## config.mk

```make
export PLATFORM = sky130hd
export DESIGN_NAME = stream_fifo_rr_arbiter
export DESIGN_NICKNAME = d
export VERILOG_FILES = /design/src/rtl/stream_fifo_rr_arbiter.sv
export SDC_FILE = /design/constraint.sdc
export NUM_CORES = 1
export LEC_CHECK = 0
export ABC_AREA = 1
export BUFFER_PORTS_ARGS = -buffer_cell sky130_fd_sc_hd__buf_2
export CORE_ASPECT_RATIO = 1.75
export CORE_MARGIN = 1.5
export CORE_UTILIZATION = 49
export CTS_CLUSTER_DIAMETER = 80
export DETAILED_ROUTE_END_ITERATION = 6
export GPL_TIMING_DRIVEN = 0
export MAX_ROUTING_LAYER = met4
export PLACE_DENSITY = 0.82
export SLEW_MARGIN = 20
export SYNTH_ARGS = -nofsm -noshare
export SYNTH_HDL_FRONTEND = slang
export SYNTH_SLANG_ARGS = --single-unit
export TNS_END_PERCENT = 1
```

## constraint.sdc

```tcl
create_clock -name clk -period 3.5 [get_ports clk]
set_input_delay 0.7 -clock clk [delete_from_list [all_inputs] [get_ports clk]]
set_output_delay 0.7 -clock clk [all_outputs]
set_load 0.01 [all_outputs]
```

## src/rtl/stream_fifo_rr_arbiter.sv

```systemverilog
// Round-robin arbiter feeding one shared flushable FIFO; every stored beat carries its source index.
// Optional packet locking (grant held until a last beat) is built when STREAM_FIFO_ARB_LOCK_EN is defined.
module stream_fifo_rr_arbiter #(
  parameter int NUM_REQ    = 4,
  parameter int DATA_WIDTH = 32,
  parameter int FIFO_DEPTH = 4,
  localparam int SRC_W     = $clog2(NUM_REQ),
  localparam int CNT_W     = $clog2(FIFO_DEPTH + 1)
) (
  input  logic                          clk,
  input  logic                          rst_n,
  input  logic [NUM_REQ-1:0]            req_valid_i,
  input  logic [NUM_REQ*DATA_WIDTH-1:0] req_data_i,
`ifdef STREAM_FIFO_ARB_LOCK_EN
  input  logic [NUM_REQ-1:0]            req_last_i,
`endif
  output logic [NUM_REQ-1:0]            req_ready_o,
  output logic                          r_valid_o,
  input  logic                          r_ready_i,
  output logic [DATA_WIDTH-1:0]         r_data_o,
  output logic [SRC_W-1:0]              r_src_o,
  output logic [CNT_W-1:0]              count_o,
  input  logic                          flush_req_i,
  output logic                          flush_done_o
);

  localparam int PTR_W   = (FIFO_DEPTH > 1) ? $clog2(FIFO_DEPTH) : 1;
  localparam int ENTRY_W = DATA_WIDTH + SRC_W;

  typedef enum logic [1:0] {IDLE, FLUSH, DONE} state_t;

  state_t                 state;
  logic [SRC_W-1:0]       rr_ptr;
  logic [PTR_W-1:0]       wr_ptr;
  logic [PTR_W-1:0]       rd_ptr;
  logic [ENTRY_W-1:0]     mem [FIFO_DEPTH];

  logic                   gated;
  logic                   full;
  logic                   empty;
  logic                   grant_any;
  logic [SRC_W-1:0]       grant_idx;
  logic [DATA_WIDTH-1:0]  grant_data;
  logic                   push;
  logic                   pop;

`ifdef STREAM_FIFO_ARB_LOCK_EN
  logic                   lock_active;
  logic [SRC_W-1:0]       lock_idx;
`endif

  function automatic logic [SRC_W-1:0] wrap_add(input logic [SRC_W-1:0] base, input int off);
    int sum;
    sum = int'(base) + off;
    if (sum >= NUM_REQ) sum -= NUM_REQ;
    return SRC_W'(sum);
  endfunction

  function automatic logic [PTR_W-1:0] ptr_inc(input logic [PTR_W-1:0] ptr);
    return (ptr == PTR_W'(FIFO_DEPTH - 1)) ? '0 : ptr + PTR_W'(1);
  endfunction

  // Flush request blocks traffic already in its request cycle; reset blocks it combinationally too.
  assign gated = !rst_n || (state != IDLE) || flush_req_i;
  assign full  = (count_o == CNT_W'(FIFO_DEPTH));
  assign empty = (count_o == '0);

  always_comb begin
    // NOTE: every always_comb output gets a default first so no path can infer a latch.
    grant_any = 1'b0;
    grant_idx = '0;
    // Scan downward so the index closest to rr_ptr is the last (winning) assignment.
    for (int k = NUM_REQ - 1; k >= 0; k--) begin
      if (req_valid_i[wrap_add(rr_ptr, k)]) begin
        grant_any = 1'b1;
        grant_idx = wrap_add(rr_ptr, k);
      end
    end
`ifdef STREAM_FIFO_ARB_LOCK_EN
    if (lock_active) begin
      grant_any = req_valid_i[lock_idx];
      grant_idx = lock_idx;
    end
`endif
  end

  assign grant_data  = req_data_i[grant_idx*DATA_WIDTH +: DATA_WIDTH];
  assign push        = grant_any && !full && !gated;
  assign req_ready_o = push ? (NUM_REQ'(1) << grant_idx) : '0;
  assign r_valid_o   = !empty && !gated;
  assign pop         = r_valid_o && r_ready_i;
  assign r_data_o    = mem[rd_ptr][DATA_WIDTH-1:0];
  assign r_src_o     = mem[rd_ptr][ENTRY_W-1:DATA_WIDTH];

  // NOTE: storage carries no reset; occupancy lives in count_o, so stale entries are never observed.
  always_ff @(posedge clk) begin
    if (push) mem[wr_ptr] <= {grant_idx, grant_data};
  end

  // NOTE: sequential state uses non-blocking assignments so every flop samples pre-edge values.
  always_ff @(posedge clk or negedge rst_n) begin
    if (!rst_n) begin
      state        <= IDLE;
      flush_done_o <= 1'b0;
      rr_ptr       <= '0;
      wr_ptr       <= '0;
      rd_ptr       <= '0;
      count_o      <= '0;
`ifdef STREAM_FIFO_ARB_LOCK_EN
      lock_active  <= 1'b0;
      lock_idx     <= '0;
`endif
    end else begin
      flush_done_o <= (state == FLUSH);
      case (state)
        IDLE:    if (flush_req_i) state <= FLUSH;
        FLUSH:   state <= DONE;
        DONE:    state <= IDLE;
        default: state <= IDLE;
      endcase

      if (state == FLUSH) begin
        rr_ptr  <= '0;
        wr_ptr  <= '0;
        rd_ptr  <= '0;
        count_o <= '0;
`ifdef STREAM_FIFO_ARB_LOCK_EN
        lock_active <= 1'b0;
`endif
      end else begin
        if (push) begin
          wr_ptr <= ptr_inc(wr_ptr);
`ifdef STREAM_FIFO_ARB_LOCK_EN
          if (req_last_i[grant_idx]) begin
            lock_active <= 1'b0;
            rr_ptr      <= wrap_add(grant_idx, 1);
          end else begin
            lock_active <= 1'b1;
            lock_idx    <= grant_idx;
          end
`else
          rr_ptr <= wrap_add(grant_idx, 1);
`endif
        end
        if (pop) rd_ptr <= ptr_inc(rd_ptr);
        case ({push, pop})
          2'b10:   count_o <= count_o + CNT_W'(1);
          2'b01:   count_o <= count_o - CNT_W'(1);
          default: count_o <= count_o;
        endcase
      end
    end
  end

endmodule

```

==> impl_metrics.env, run 1 <==
export IMPL_status="finished, final reports clean"
export IMPL_hold_violations=0
export IMPL_clock_power_share_pct=21.0
export IMPL_numCtsBuffers=17
export IMPL_yosys_warnings=0
export IMPL_ctsHtreeMaxLevel=4
export IMPL_p_switching_mw=3.95
export IMPL_chipHeight_um=168
export IMPL_p_leak_nw=4.30
export IMPL_tns_ns=0
export IMPL_drt_initial_drc_count=708
export IMPL_clkTransAtPathRegs_ns=0.06
export IMPL_slew_violations=0
export IMPL_syn_area_per_cell_um2=9.40
export IMPL_root_buffer="clkbuf_16"
export IMPL_fp_dieW_um=97.2
export IMPL_crit_type="register to output pin"
export IMPL_pwr_share_seq_pct=30.9
export IMPL_cts_tree="yes"
export IMPL_synth_seq_cells=148
export IMPL_syn_area_mm2=0.00761
export IMPL_worst_hold_path_type="input pin to asynchronous set/reset pin"
export IMPL_gp_congestion=0.906
export IMPL_post_cts_resized=0
export IMPL_numPortBuffers=178
export IMPL_cts_hold_buf=0
export IMPL_rows=60
export IMPL_syn2layout_area_growth_pct=24.6
export IMPL_crit_start="rd_ptr[0]"
export IMPL_num_io_pins=179
export IMPL_initial_core_util_pct=49.7
export IMPL_synth_top_area_cell="edfxtp_1"
export IMPL_path_max_fanout=10
export IMPL_r2r_cells=9
export IMPL_slew_headroom_pct=48.6
export IMPL_synthDistinctLibCells=28
export IMPL_synth_async_reset_ratio_pct=8.11
export IMPL_wl_per_cell_um=18.9
export IMPL_ir_worst_vdd_uv=825
export IMPL_dr_total_vias=6850
export IMPL_maxCapViolCount=0
export IMPL_crit_required_ns=2.80
export IMPL_multiInputGateArea_mm2=0.00248
export IMPL_grt_max_degree=24
export IMPL_rrSetupSlack_ns=1.03
export IMPL_powerDensity_mw_per_mm2=976
export IMPL_postRouteAntennaNets=0
export IMPL_power_frac_comb_pct=48.2
export IMPL_antenna_found_initial=0
export IMPL_postCtsSetupBuffers=0
export IMPL_p_int_mw=5.31
export IMPL_crit_path_end_kind="output pin"
export IMPL_syn_inst=810
export IMPL_grtUsageTotal_pct=28.7
export IMPL_worstMarginPinSlew_ns=0.769
export IMPL_period_needed_ns=3.46
export IMPL_synthesis_nets=957
export IMPL_rsz0062_at_grt="no"
export IMPL_viasPerCell=5.66
export IMPL_drc=0
export IMPL_clock_skew_ns=0.0118
export IMPL_dr_pass1_iters=6
export IMPL_fin_nets=1158
export IMPL_dieArea_mm2=0.0163
export IMPL_synth_common_cells="edfxtp_1, nand2_1, inv_1"
export IMPL_final_layout_size_suffix_gt1_share_pct=25.8
export IMPL_report_final_setup_viol=0
export IMPL_wl_um=22900
export IMPL_seqCellArea_mm2=0.00438
export IMPL_yosysSeqAreaShare_pct=57.6
export IMPL_grt_pass1_wl_um=34700
export IMPL_worstPathArrival_ns=2.76
export IMPL_cts_sinks=148
export IMPL_period_share_pct=98.7
export IMPL_holdWs_ns=0.168
export IMPL_synth_edf_count=136
export IMPL_synth_area_leaders="edfxtp_1, nand3_1, nand2_1"
export IMPL_insertion_delay_ns=0.43
export IMPL_place_hpwl_um=16300
export IMPL_core_mm2=0.0153
export IMPL_setup_worst_path_start_class="register"
export IMPL_yosysMostFrequentCell="edfxtp_1"
export IMPL_synth_top_area_share_pct=53.6
export IMPL_clockBufferDepth=2
export IMPL_reg2reg_from="rr_ptr[0]"
export IMPL_fillers=1291
export IMPL_postSynth_topFlopCell="edfxtp_1"
export IMPL_n_antenna_cell=0
export IMPL_p_sw_share_pct=42.7
export IMPL_grt_overflow_total=0
export IMPL_grt_pass1_vias=6728
export IMPL_fmaxAchievable_mhz=289
-- placed cells by master, fill, tap and decap left out, types with 2 or more instances in the layout --
cell type     n
inv_2         3
inv_1       121
buf_16        2
buf_4         5
nand3_1     105
bufinv_16     4
buf_2       189
buf_6        11
buf_12        2
clkinv_2      2
inv_6         5
xnor2_1       2
nand2_2      11
clkinvlp_4    2
a31oi_1       2
ha_1         10
nand3_2       2
clkbuf_16    17
nand3b_1     32
edfxtp_1    136
o21ai_0      74
nor2_1       78
dfrtp_1      12
nor2_4        5
clkbuf_1     24
o22ai_1      37
nand2_1     122
-- layer usage --
layer / track usage (%) / vias up / part of all wire, %
met5: - / - / 0
met4: 14.8 / 0 / 4.1
met3: 4.23 / 75 / 8.6
met2: 50.5 / 459 / 52
met1: 31.3 / 3190 / 35
li1: - / 3126 / -
-- state kept, by name, summed over array words and instances (netlist names) --
signal and cells:
count_o 3, flush_done_o 1, mem 136, rd_ptr 2, rr_ptr 2, state 2, wr_ptr 2
-- worst paths after layout --
kind                                end
hold / removal             flush_done_o
max in group asynchronous     rr_ptr[1]
min in group clk               state[0]
setup reg to reg              mem[0][3]
setup / recovery           r_data_o[31]
hold reg to reg                state[0]
-- power by group through the flow --
stage	combinational, mW	sequential (mW)	clock, mW
6_report	4.46	2.86	1.94
5_1_grt	4.82	2.87	2.01
3_3_place_gp	4.17	2.89	0
4_1_cts	4.39	2.86	1.95
3_5_place_dp	4.34	2.89	0
2_1_floorplan	2.78	2.88	0
-- layout make-up --
cell class                      instances  share of cell area, %
Clock buffer                           18                   4.52
Buffer                                 50                   3.19
Tap cell                              186                   2.45
Timing Repair Buffer                  182                   10.4
Inverter                              126                   5.01
Clock inverter                         14                   2.08
Sequential cell                       148                   46.2
Multi-Input combinational cell        486                   26.1
-- critical path: stages (launching register included) --
cell and delay [ns]:
dfrtp_1 0.36, clkbuf_1 0.33, clkbuf_1 0.49, clkbuf_1 0.48, nor2_1 0.11, o22ai_1 0.35, buf_2 0.21
-- logic make-up after synthesis --
kind of cell    synth area share [%]
flops                           57.6
simple gates                    21.9
xor+xnor                       0.230
fa+ha+maj                       1.91
compound gates                  8.13
buf+inv                         10.2
-- metrics by stage --
step	util (%)	setup WS [ns]	cells	cell area, µm²	power, mW
final	62.0	0.0445	1210	9490	9.27
after global routing	62.0	0.0562	1210	9490	9.71
after CTS	62.0	0.123	1210	9490	9.20
after detailed placement	57.9	0.498	1178	8860	7.23
after global placement	57.1	-1.21	1174	8740	7.06
after floorplan	-	0.292	810	7610	5.66
Power figures use the tool's default switching activity.
==> run 2: changes to the inputs <==
- ABC_AREA: 1 -> unset
- PLACE_DENSITY: 0.82 -> 0.83
==> impl_metrics.env, run 2 <==
export IMPL_syn_area_mm2=0.00679
export IMPL_grt_pass1_vias=4575
export IMPL_viasPerCell=5.49
export IMPL_largest_reg_flops=136
export IMPL_powerDensity_mw_per_mm2=636
export IMPL_yosys_warnings=0
export IMPL_power_frac_comb_pct=26.6
export IMPL_dr_total_vias=4152
export IMPL_top_regs="mem: 136 flops, count_o: 3 flops"
export IMPL_cts_sinks=148
export IMPL_placed_cells=722
export IMPL_post_cts_resized=0
export IMPL_antenna_found_initial=2
export IMPL_postRouteAntennaNets=0
export IMPL_pwr_share_seq_pct=41.8
export IMPL_slew_headroom_pct=56.5
export IMPL_hold_violations=0
export IMPL_fp_dieW_um=92.0
export IMPL_p_int_mw=3.92
export IMPL_insertion_delay_ns=0.41
export IMPL_ctsHtreeMaxLevel=4
export IMPL_syn_inst=366
export IMPL_grt_overflow_total=0
export IMPL_num_io_pins=179
export IMPL_rrSetupSlack_ns=0.61
export IMPL_worstPathArrival_ns=2.61
export IMPL_core_mm2=0.0135
export IMPL_fmaxAchievable_mhz=302
export IMPL_crit_path_end_kind="output pin"
export IMPL_path_max_fanout=15
export IMPL_worstReg2RegEnd="count_o[2]"
export IMPL_dr_pass1_iters=4
export IMPL_fin_nets=714
export IMPL_p_switching_mw=1.54
export IMPL_maxCapViolCount=0
export IMPL_clock_power_share_pct=31.5
export IMPL_status="finished, final reports clean"
export IMPL_drt_initial_drc_count=263
export IMPL_gp_congestion=0.796
export IMPL_reg2reg_from="state[0]"
export IMPL_grtUsageTotal_pct=23.4
export IMPL_synth_edf_count=136
export IMPL_crit_type="register to output pin"
export IMPL_slew_violations=0
export IMPL_numCtsBuffers=17
export IMPL_drc=0
export IMPL_final_common_cell="buf_2"
export IMPL_cts_tree="yes"
export IMPL_rows=56
export IMPL_setup_worst_path_start_class="register"
export IMPL_root_buffer="clkbuf_16"
export IMPL_p_leak_nw=3.54
export IMPL_grt_pass1_wl_um=24300
export IMPL_final_cells=756
export IMPL_clockBufferDepth=2
export IMPL_place_hpwl_um=11200
export IMPL_syn2layout_area_growth_pct=26.4
export IMPL_period_needed_ns=3.31
export IMPL_fin_util_pct=63.8
export IMPL_rsz0062_at_grt="no"
export IMPL_syn_area_per_cell_um2=18.6
export IMPL_synthesis_nets=513
export IMPL_mostFrequentLayoutCells="buf_2, edfxtp_1, mux2i_1"
export IMPL_period_share_pct=94.5
export IMPL_worst_hold_path_type="input pin to asynchronous set/reset pin"
export IMPL_numPortBuffers=178
export IMPL_synth_area_leaders="edfxtp_1, mux2i_1, mux4_2"
export IMPL_clkTransAtPathRegs_ns=0.06
export IMPL_synth_top_area_share_pct=60.1
export IMPL_r2r_cells=9
export IMPL_initial_core_util_pct=50.5
export IMPL_yosysMostFrequentCell="edfxtp_1"
export IMPL_postCtsSetupBuffers=0
export IMPL_p_sw_share_pct=28.3
export IMPL_fillers=974
export IMPL_ir_worst_vdd_uv=377
export IMPL_final_layout_size_suffix_gt1_share_pct=46.7
export IMPL_synthDistinctLibCells=35
export IMPL_wl_per_cell_um=20.9
export IMPL_largest_register="mem"
export IMPL_synth_async_reset_ratio_pct=8.11
export IMPL_report_final_setup_viol=0
export IMPL_yosysSeqAreaShare_pct=64.5
export IMPL_wl_um=15800
export IMPL_chipHeight_um=159
export IMPL_cts_hold_buf=0
export IMPL_tns_ns=0
export IMPL_crit_required_ns=2.80
export IMPL_clock_skew_ns=0.00948
export IMPL_worstMarginPinSlew_ns=0.652
export IMPL_synth_common_cells="edfxtp_1, mux2i_1, mux4_2"
export IMPL_synth_seq_cells=148
export IMPL_postSynth_topFlopCell="edfxtp_1"
export IMPL_dieArea_mm2=0.0146
export IMPL_grt_max_degree=20
export IMPL_synth_top_area_cell="edfxtp_1"
## run 2: changes by cell type in the layout (fill, tap and decap cells not counted), sizes merged, moves of 37 or more
cell	delta
nand3	-108
nor2	-79
o21ai	-74
mux2i	+98
o22ai	-37
nand2	-128
inv	-118
## run 2: worst max path at each step
stage / start / end / slack, ns / depth (start not counted)
after floorplan: flush_req_i / count_o[2] / 0.80 / 9
after global placement: rst_n / mem[2][13] / -0.18 / 4
after detailed placement: rst_n / count_o[2] / 0.03 / 10
after CTS: rr_ptr[1] / req_ready_o[1] / 0.16 / 9
after global routing: rr_ptr[1] / req_ready_o[0] / 0.07 / 9
final: rr_ptr[1] / req_ready_o[1] / 0.19 / 9
## run 2: power groups by stage
| stage | registers (mW) | logic (mW) | clock network [mW] |
|---|---|---|---|
| after floorplan | 2.31 | 0.964 | 0 |
| after global placement | 2.31 | 1.38 | 0 |
| after detailed placement | 2.32 | 1.47 | 0 |
| after CTS | 2.29 | 1.48 | 1.74 |
| after global routing | 2.30 | 1.57 | 1.81 |
| final | 2.29 | 1.46 | 1.72 |
## run 2: layer usage
metal	global-route usage, %	share of wire (%)	vias to the layer above
met5	-	0	-
met1	23.7	35	2065
li1	-	-	1875
met2	41.2	56	175
met3	5.46	5.2	37
met4	12.0	3.6	0
## run 2: through the flow
stage | power, mW | setup WS, ns | hold slack [ns] | instance area, µm²
5_1_grt | 5.68 | 0.0687 | 0.188 | 8590
2_1_floorplan | 3.27 | 0.797 | 0.404 | 6790
3_3_place_gp | 3.69 | -0.177 | 0.474 | 7900
4_1_cts | 5.50 | 0.163 | 0.173 | 8580
3_5_place_dp | 3.79 | 0.0274 | 0.491 | 8020
6_report | 5.46 | 0.193 | 0.180 | 8590
## run 2: final cells by class
class | instances | area [µm²] | share of cell area, %
flip-flops and latches | 148 | 4380 | 51.1
multi-input cells | 187 | 2210 | 25.7
repair buffers | 182 | 1000 | 11.7
clock buffers | 19 | 433 | 5.04
well taps | 174 | 218 | 2.54
plain buffers | 21 | 166 | 1.94
clock inverters | 13 | 133 | 1.54
inverters | 10 | 37.5 | 0.437
diodes | 2 | 5.00 | 0.0583
## run 2: logic make-up after synthesis
family,count (synthesis),share of synthesized area [%]
and+or+nand+nor,25,2.17
buffers and inverters,31,3.00
muxes,133,25.9
AOI/OAI and AO/OA,16,1.95
DFF,148,64.5
xor gates and xnor gates,2,0.258
adders and majority gates,11,2.14
## run 2: worst max-delay path: stages, from the launching register on
cell	delay, ns
dfrtp_1	0.46
a21o_1	0.20
a21oi_1	0.16
o22a_1	0.16
buf_2	0.24
buf_2	0.44
inv_2	0.07
ha_1	0.18
and2_1	0.14
buf_2	0.14
==> run 3: changes to the inputs <==
- REMOVE_ABC_BUFFERS: unset -> 1
==> impl_metrics.env, run 3 (synthesis gave the netlist of run 2 again) <==
export IMPL_final_cell_area_mm2=0.00866
export IMPL_maxCapViolCount=0
export IMPL_worstMarginPinSlew_ns=0.791
export IMPL_largest_register="mem"
export IMPL_chipHeight_um=159
export IMPL_path_cells="mux2_4, o221ai_4, buf_8, buf_16, inv_2, ha_1, and2_1, buf_2"
export IMPL_worst_hold_path_type="input pin to asynchronous set/reset pin"
export IMPL_num_io_pins=179
export IMPL_hold_violations=0
export IMPL_top_regs="mem: 136 flops, count_o: 3 flops"
export IMPL_p_switching_mw=1.51
export IMPL_numCtsBuffers=17
export IMPL_grtUsageTotal_pct=19.8
export IMPL_grt_overflow_total=0
export IMPL_initial_core_util_pct=50.5
export IMPL_p_sw_share_pct=27.0
export IMPL_rsz0062_at_grt="no"
export IMPL_final_cells=740
export IMPL_clockBufferDepth=2
export IMPL_postRouteAntennaNets=0
export IMPL_cts_tree="yes"
export IMPL_numPortBuffers=178
export IMPL_postCtsSetupBuffers=0
export IMPL_worstPathArrival_ns=2.58
export IMPL_critPathMaxStageDelay_ns=0.47
export IMPL_mostFrequentLayoutCells="buf_2, edfxtp_1, mux2i_1"
export IMPL_wl_met1_um=4860
export IMPL_tns_ns=0
export IMPL_dr_total_vias=4039
export IMPL_clock_skew_ns=0.00677
export IMPL_fin_nets=700
export IMPL_root_buffer="clkbuf_16"
export IMPL_place_hpwl_um=9530
export IMPL_reg2reg_from="state[0]"
export IMPL_dieArea_mm2=0.0146
export IMPL_met3_length_um=506
export IMPL_power_frac_comb_pct=24.9
export IMPL_crit_type="register to output pin"
export IMPL_slew_violations=0
export IMPL_pwr_share_seq_pct=41.2
export IMPL_grt_pass1_vias=4318
export IMPL_ir_worst_vdd_uv=575
export IMPL_crit_path_end_kind="output pin"
export IMPL_largest_reg_flops=136
export IMPL_wl_per_cell_um=18.3
export IMPL_report_final_setup_viol=0
export IMPL_antenna_found_initial=0
export IMPL_status="finished, final reports clean"
export IMPL_path_buf_inv=4
export IMPL_path_delay_family="buffers and inverters"
export IMPL_period_needed_ns=3.28
export IMPL_final_layout_size_suffix_gt1_share_pct=47.2
export IMPL_grt_max_degree=28
export IMPL_ctsHtreeMaxLevel=4
export IMPL_drt_initial_drc_count=160
export IMPL_wl_um=13500
export IMPL_final_common_cell="buf_2"
export IMPL_clkTransAtPathRegs_ns=0.06
export IMPL_r2r_cells=8
export IMPL_wl_met2_um=7850
export IMPL_rows=56
export IMPL_place_area_mm2=0.00803
export IMPL_crit_required_ns=2.80
export IMPL_cts_hold_buf=0
export IMPL_syn2layout_area_growth_pct=27.4
export IMPL_highest_layer="met4"
export IMPL_grt_pass1_wl_um=21300
export IMPL_p_leak_nw=3.54
export IMPL_core_mm2=0.0135
export IMPL_setup_slack_ns=0.217
export IMPL_total_power_mw=5.61
export IMPL_fin_util_pct=64.4
export IMPL_placed_cells=708
export IMPL_pre_cts_slack_ns=0.116
export IMPL_clock_power_share_pct=33.9
export IMPL_drc=0
export IMPL_insertion_delay_ns=0.40
export IMPL_path_max_fanout=14
export IMPL_fp_dieW_um=92.0
export IMPL_gp_congestion=0.733
export IMPL_fmaxAchievable_mhz=305
export IMPL_p_int_mw=4.10
export IMPL_period_share_pct=93.8
export IMPL_setup_worst_path_start_class="register"
export IMPL_n_antenna_cell=0
export IMPL_holdWs_ns=0.181
export IMPL_dr_pass1_iters=4
export IMPL_critPathSlowestCell="dfrtp_1"
export IMPL_powerDensity_mw_per_mm2=648
export IMPL_post_cts_resized=0
export IMPL_viasPerCell=5.46
export IMPL_cts_sinks=148
export IMPL_rrSetupSlack_ns=0.68
export IMPL_slew_headroom_pct=47.2
export IMPL_worstReg2RegEnd="count_o[2]"
run 3: worst max path at each step:
stage	startpoint	to	depth (start not counted)
2_1_floorplan	req_valid_i[1]	req_ready_o[3]	5
3_3_place_gp	req_valid_i[1]	req_ready_o[3]	7
3_5_place_dp	rst_n	count_o[2]	9
4_1_cts	rr_ptr[1]	req_ready_o[1]	8
5_1_grt	rr_ptr[1]	req_ready_o[1]	8
6_report	rr_ptr[1]	req_ready_o[1]	8
run 3: cell type report:
type	count	area [µm²]
Sequential cell	148	4390
Clock buffer	18	429
Inverter	10	37.5
Tap cell	174	218
Multi-Input combinational cell	187	2210
Timing Repair Buffer	189	1170
Clock inverter	14	199
Fill cell	969	4800
run 3: worst register-to-register path, cell delays in order, from the launching register on:
cell	delay (ns)
dfrtp_1	0.40
nor4b_2	0.43
o311a_1	0.63
inv_2	0.05
ha_1	0.23
fa_1	0.39
xnor2_1	0.15
or3_1	0.30
a21oi_1	0.15
run 3: power groups by stage:
stage          Sequential [mW]  Combinational [mW]  Clock, mW
2_1_floorplan             2.36               0.865          0
3_3_place_gp              2.39                1.21          0
3_5_place_dp              2.35                1.40          0
4_1_cts                   2.31                1.42       1.93
5_1_grt                   2.33                1.51       2.00
6_report                  2.31                1.40       1.90
run 3: layer usage:
metal,up-vias,GRT usage [%]
met5,-,-
met4,0,8.46
met3,27,3.02
met2,125,36.3
met1,2031,20.7
li1,1856,-
